--- config.mk ---
export PLATFORM = sky130hd
export DESIGN_NAME = mem_bus_dma
export DESIGN_NICKNAME = d
export VERILOG_FILES = /design/src/rtl/mem_bus_dma.sv
export SDC_FILE = /design/constraint.sdc
export NUM_CORES = 1
export LEC_CHECK = 0
export CELL_PAD_IN_SITES_DETAIL_PLACEMENT = 1
export CELL_PAD_IN_SITES_GLOBAL_PLACEMENT = 2
export CORE_ASPECT_RATIO = 1.25
export CORE_UTILIZATION = 27
export CTS_CLUSTER_SIZE = 30
export DETAILED_ROUTE_END_ITERATION = 8
export PLACE_DENSITY_LB_ADDON = 0.05
export SYNTH_ARGS = -nofsm -noshare
export SYNTH_HDL_FRONTEND = slang
export SYNTH_SLANG_ARGS = --single-unit
--- constraint.sdc ---
create_clock -name clk -period 3.47 [get_ports clk]
set_input_delay 1.041 -clock clk [delete_from_list [all_inputs] [get_ports clk]]
set_output_delay 1.041 -clock clk [all_outputs]
set_load 0.01 [all_outputs]
--- src/rtl/mem_bus_dma.sv ---
// Word-granular memory-to-memory copy engine: alternates one read beat and one write beat per
// 64-bit word on a simple valid/ready bus, with per-beat timeout and alignment checking.
module mem_bus_dma #(
  parameter int unsigned TIMEOUT = 255
) (
  input  logic        clk,
  input  logic        rst_n,
  input  logic        start,
  input  logic [63:0] src_addr,
  input  logic [63:0] dst_addr,
  input  logic [15:0] word_count,
  output logic        busy,
  output logic        done,
  output logic        error,
  output logic [63:0] mem_addr,
  output logic        mem_addr_valid,
  output logic        mem_dout_write,
  output logic [63:0] mem_dout,
  input  logic [63:0] mem_din,
  input  logic        mem_din_ready
);

  typedef enum logic [1:0] {StIdle, StRead, StWrite, StFin} state_e;

  state_e      state_q;
  logic [63:0] src_q;
  logic [63:0] dst_q;
  logic [15:0] left_q;
  logic [31:0] wait_q;

  assign busy = (state_q != StIdle);

  // mem_dout doubles as the word buffer: it is loaded on read completion and held during WRITE.
  always_ff @(posedge clk or negedge rst_n) begin
    if (!rst_n) begin
      state_q        <= StIdle;
      src_q          <= '0;
      dst_q          <= '0;
      left_q         <= '0;
      wait_q         <= '0;
      done           <= 1'b0;
      error          <= 1'b0;
      mem_addr       <= '0;
      mem_addr_valid <= 1'b0;
      mem_dout_write <= 1'b0;
      mem_dout       <= '0;
    end else begin
      done  <= 1'b0;
      error <= 1'b0;
      unique case (state_q)
        StIdle: begin
          if (start) begin
            if (src_addr[2:0] != 3'd0 || dst_addr[2:0] != 3'd0) begin
              error <= 1'b1;
            end else begin
              src_q  <= src_addr;
              dst_q  <= dst_addr;
              left_q <= word_count;
              if (word_count == 16'd0) begin
                state_q <= StFin;
                done    <= 1'b1;
              end else begin
                state_q        <= StRead;
                mem_addr       <= src_addr;
                mem_addr_valid <= 1'b1;
                mem_dout_write <= 1'b0;
                wait_q         <= '0;
              end
            end
          end
        end
        StRead: begin
          if (mem_din_ready) begin
            state_q        <= StWrite;
            mem_dout       <= mem_din;
            mem_addr       <= dst_q;
            mem_dout_write <= 1'b1;
            wait_q         <= '0;
          end else if (wait_q == 32'(TIMEOUT - 1)) begin
            state_q        <= StIdle;
            mem_addr_valid <= 1'b0;
            mem_dout_write <= 1'b0;
            error          <= 1'b1;
          end else begin
            wait_q <= wait_q + 32'd1;
          end
        end
        StWrite: begin
          if (mem_din_ready) begin
            src_q  <= src_q + 64'd8;
            dst_q  <= dst_q + 64'd8;
            left_q <= left_q - 16'd1;
            wait_q <= '0;
            if (left_q == 16'd1) begin
              state_q        <= StFin;
              mem_addr_valid <= 1'b0;
              mem_dout_write <= 1'b0;
              done           <= 1'b1;
            end else begin
              state_q        <= StRead;
              mem_addr       <= src_q + 64'd8;
              mem_dout_write <= 1'b0;
            end
          end else if (wait_q == 32'(TIMEOUT - 1)) begin
            state_q        <= StIdle;
            mem_addr_valid <= 1'b0;
            mem_dout_write <= 1'b0;
            error          <= 1'b1;
          end else begin
            wait_q <= wait_q + 32'd1;
          end
        end
        StFin: begin
          state_q <= StIdle;
        end
        default: state_q <= StIdle;
      endcase
    end
  end

endmodule

## Word level (Yosys, flattened, before mapping)

Index checks and enable logic that the tools add are counted.

| operators by class | value |
|---|---|
| $add $sub $neg | 4 |
| eq/ne operators | 14 |
| multiplexer cells | 59 |
| reductions and logical operators | 17 |

Operator list:

| kind | number |
|---|---|
| $mux 64 | 12 |
| $pmux 64 s2 | 2 |
| $pmux 64 s3 | 1 |
| $mux 32 | 5 |
| $add 64x4->64 const B | 2 |
| $pmux 32 s2 | 1 |
| $mux 16 | 3 |
| $add 32x1->32 const B | 1 |
| $eq 32x8->1 const B | 1 |
| $pmux 16 s2 | 1 |
| $mux 1 | 22 |
| $eq 16x1->1 const B | 1 |
| $logic_not 16->1 | 1 |
| $sub 16x1->16 const B | 1 |
| $mux 2 | 7 |
| $ne 2x2->1 const B | 7 |
| $reduce_bool 3->1 | 3 |
| $pmux 2 s4 | 1 |
| $reduce_and 4->1 | 2 |
| $reduce_and 7->1 | 1 |
| $ne 3x3->1 const B | 2 |
| $pmux 1 s3 | 2 |
| $reduce_and 6->1 | 1 |
| $reduce_bool 2->1 | 3 |
| 8 further kinds | 11 |

| word-level totals | value |
|---|---|
| register bits | 310 |
| bits of input ports | 212 |
| logic and storage cells | 105 |

## Depth between registers and ports, before layout

| logic depth | value |
|---|---|
| depth after elaboration | 5 |
| depth in mapped cells | 12 |
| gate-level depth less buffers | 8 |

## Worst setup path after synthesis

OpenSTA, ideal clock, no wires.

| timing | value |
|---|---|
| kind | input to register |
| from | in src_addr[0] |
| to | reg mem_addr[38] |
| library setup time | 0.127 ns |
| arrival | 2.970 ns |
| required time | 3.343 ns |
| setup slack | 0.374 ns |
| stages | 9 |
| path buffers | 3 |
| cell sequence | or4_1 o31ai_4 o211ai_4 or2_1 clkbuf_1 buf_2 buf_2 nand2_1 o31ai_1 |

| between the ends | value |
|---|---|
| longest elaborated chain between the ends | 4 |

Ends and longest elaborated chain:

| item | line | text |
|---|---|---|
| from (decl) | 9 | `input logic [63:0] src_addr,` |
| $reduce_bool 3->1 | 53 | `if (src_addr[2:0] != 3'd0 \|\| dst_addr[2:0] != 3'd0) begin` |
| $logic_or 1x1->1 | 53 |  |
| $ne 2x2->1 (no source line) | n/a |  |
| $reduce_and 7->1 (no source line) | n/a |  |
| to (signal assigned) | 64 | `mem_addr <= src_addr;` |
| to (signal assigned) | 76 | `mem_addr <= dst_q;` |
| to (signal assigned) | 101 | `mem_addr <= src_q + 64'd8;` |
| to (decl) | 15 | `output logic [63:0] mem_addr,` |

No other way between the ends.
A chain may end at the register's enable or synchronous reset.

## Worst setup path after layout

| timing | value |
|---|---|
| from | reg state_q[0] |
| to | out busy |

| between the ends | value |
|---|---|
| longest elaborated chain between the ends | 1 |

Ends and longest elaborated chain:

| item | line | text |
|---|---|---|
| from (decl) | 25 | `state_e state_q;` |
| from (signal assigned) | 36 | `state_q <= StIdle;` |
| from (signal assigned) | 60 | `state_q <= StFin;` |
| from (signal assigned) | 63 | `state_q <= StRead;` |
| $reduce_bool 2->1 | 31 | `assign busy = (state_q != StIdle);` |
| to (decl) | 12 | `output logic busy,` |

No other way between the ends.

==> metrics <==
post-place setup slack=-226 ps; cell chain of the critical path=inv_1 > ha_1 > buf_4 > inv_1 > dlygate4sd2_1; Multi-input gate area=9530 sq um; setup repair after global routing missed its margin=false; area growth from synthesis to layout=35.1%; adder-cell share of the synthesized area=0.760%; vias in the first global route=18,800; minimum clock period=3160 ps; GRT Residual Overflow=0; Syn Nets=2,263; Post-Synth XOR/XNOR Area=3.19%; first-pass GRT wire length=119 mm; DRT antenna net count=0; reg-to-reg setup timing slack=470 ps; # clock sinks=310; power per cell area=971 nW/um^2; largest net degree at the start of global routing=155; Mapped Cells=2,040; commonest non-fill, non-tap cell in the layout=clkdlybuf4s50_1; dpl hpwl=57.0 mm; Reg2Reg Capture Point=mem_addr[57]; Die Ht=291 um; Clock Power Share=17.8%; Synth Warn #=0; Post-synth ARST share=100%; Static Leak=9.33 nW; wire per inst=24.0 um; Reg power frac=31.1%; synth top area cells=dfrtp_1 (43%), mux2_2 (4.3%), nand2_1 (4.3%); Worst Reg-to-Reg Cells=9; # nets final=2,589; CP arrival=2120 ps; top-area cell type share of the netlist area=42.9%; Ports=345; Critical Path RT=2430 ps; cell area after synthesis=18,100 sq um; wirelength, routed=78.1 mm; H-tree depth=2; Initial Util=27.4%; Via density=5.52; layout cells sized above 1=12.2%; Yosys top cell by area=dfrtp_1; Slew @ Worst Pin=941 ps; failing checks=DRC; worst rel slew slack=36.7%; largest family of logic cells by synthesized area=simple AND/OR/NAND/NOR gates; Synth Area in Compound Gates=20.9%; post-synthesis mux area share=5.45%; WS Path Type=reg -> out; critical path's slowest cell=dfrtp_1; IO Port Bufs=344; P_sw=0.0103 W; die footprint=68,100 sq um; Sw Ratio=43.6%; global placement routability congestion=0.831; register area=7760 sq um; root buffer cell=clkbuf_16; ys flop type=dfrtp_1; insertion delay to the later sink of the worst-skew pair=570 ps; total track usage=22.8%; Final Skew=20.9 ps; Power, Total=0.0237 W; Placed Cells=3,180; most frequent cells in the layout=clkdlybuf4s50_1 (342), dfrtp_1 (310), nand2_1 (203); Post-Synth Simple-Gate Area=22.1%; Max Fclk=317 MHz; fill count=7,615; RR Startpoint=src_q[3]; Netlist cell types=80; final worst slack=312 ps; worst vdd ir=0.508 mV; number of synthesized flops with an enable pin=0; Worst-path clk slew=60 ps; core area=66,000 sq um; FF+latch count, synth=310; number of setup violations in the final report=0; sequential element share of the synthesized area=42.9%; Max Cap Violations=0; non-filler cells, final=3,255; DR DRC count=34; Die W=234 um; Pre-antenna DRT Iters=7; min-delay worst type=in -> async; Area after DPL=23,100 sq um; CP endpoint kind=output pin; design area=24,500 sq um; Inserted Clock Buffers=40; final worst-path cycle share=91.0%; initial antenna violation count=9; vias=18,000; final hold vios=0; CP Max Fanout=7; CP peak stage delay=420 ps; Crit path top cell by count=inv_1; Starting DRT DRC Count=1,020; Syn Area/Cell=8.87 sq um; run status=finished, violations left; cell-internal power=0.0134 W; max-slew violations=0; site row count=105; TritonCTS clock tree=built; CP startpoint kind=flop; clk buf depth=3; post-CTS setup buffers=0; Logic pwr share=51.0%
==> per-layer routing <==
layer | GRT usage, % | vias to the layer above | share of wire, %
met1 | 30.2 | 9140 | 44
met5 | 0 | - | 0.12
li1 | - | 8317 | -
met3 | 4.38 | 98 | 5.1
met2 | 38.1 | 402 | 48
met4 | 5.21 | 16 | 2.1
==> logic make-up (layout without fill, tap and decap cells) <==
logic type      after synthesis  in the layout
compound gates              587            587
fa+ha+maj                    11             11
buf+inv                     201            559
simple gates                775            775
xor+xnor                     66             66
other cells                   0              1
flops                       310            310
mux                          90             90
==> stage by stage <==
stage / hold slack (ps) / util (%) / TNS [ps]
after floorplan: 439 / - / 0
after global placement: 455 / 35.1 / -9390
after detailed placement: 462 / 35.1 / -18910
after CTS: 388 / 37.1 / 0
after global routing: 400 / 37.1 / 0
final: 397 / 37.1 / 0
==> state kept, by name (all words and copies together) (netlist names) <==
signal and count:
state_q 2, mem_addr 64, wait_q 32, mem_dout 64, src_q 64, left_q 16
error 1, mem_dout_write 1, dst_q 64, mem_addr_valid 1, done 1
==> worst max-delay path, delay by kind of cell (launching register included) <==
kind	cells	cell delay, ps
buffers and inverters	4	870
flip-flops	1	420
adder cells (fa/ha/maj)	1	260
==> power by group through the flow <==
| stage | sequential [W] | combinational (W) | clock, W |
|---|---|---|---|
| 3_3_place_gp | 0.00733 | 0.0120 | 0 |
| 3_5_place_dp | 0.00741 | 0.0122 | 0 |
| 2_1_floorplan | 0.00682 | 0.00690 | 0 |
| 5_1_grt | 0.00767 | 0.0133 | 0.00450 |
| 6_report | 0.00739 | 0.0121 | 0.00424 |
| 4_1_cts | 0.00738 | 0.0123 | 0.00439 |
==> synthesized netlist by cell type (all sizes together) (27+ instances only) <==
master,instances
o22ai,65
a2bb2oi,27
nor2,143
a21oi,130
and3,44
o21ai,167
buf,60
nand4,74
clkbuf,111
nand2,205
dfrtp,310
xnor2,54
nand3,103
mux2,69
nor4,51
nor3,52
inv,29
a221oi,44
==> worst max-delay path by stage <==
stage | startpoint | to | slack (ps) | depth (start not counted)
after floorplan | src_addr[0] | mem_addr[38] | 370 | 9
after global placement | src_addr[0] | wait_q[17] | -150 | 9
after detailed placement | src_addr[0] | wait_q[17] | -230 | 9
after CTS | state_q[0] | busy | 270 | 5
after global routing | state_q[0] | busy | 200 | 5
final | state_q[0] | busy | 310 | 5
==> timing repair <==
| action | 4_1_cts | 5_1_grt |
|---|---|---|
| gates resized for setup | 1 | 0 |
| hold buffers | 0 | 0 |
| setup endpoints to repair | 1 | 0 |
==> cell type report <==
type / instances / share of cell area (%)
sequential: 310 / 31.7
multi-input combinational: 1529 / 39.0
clock inverter: 8 / 0.194
antenna: 1 / 0.0102
inverter: 30 / 0.461
tap: 856 / 4.38
clock buffer: 66 / 5.19
timing repair buffer: 455 / 19.0
No activity file was read; power rests on OpenSTA's default activity.
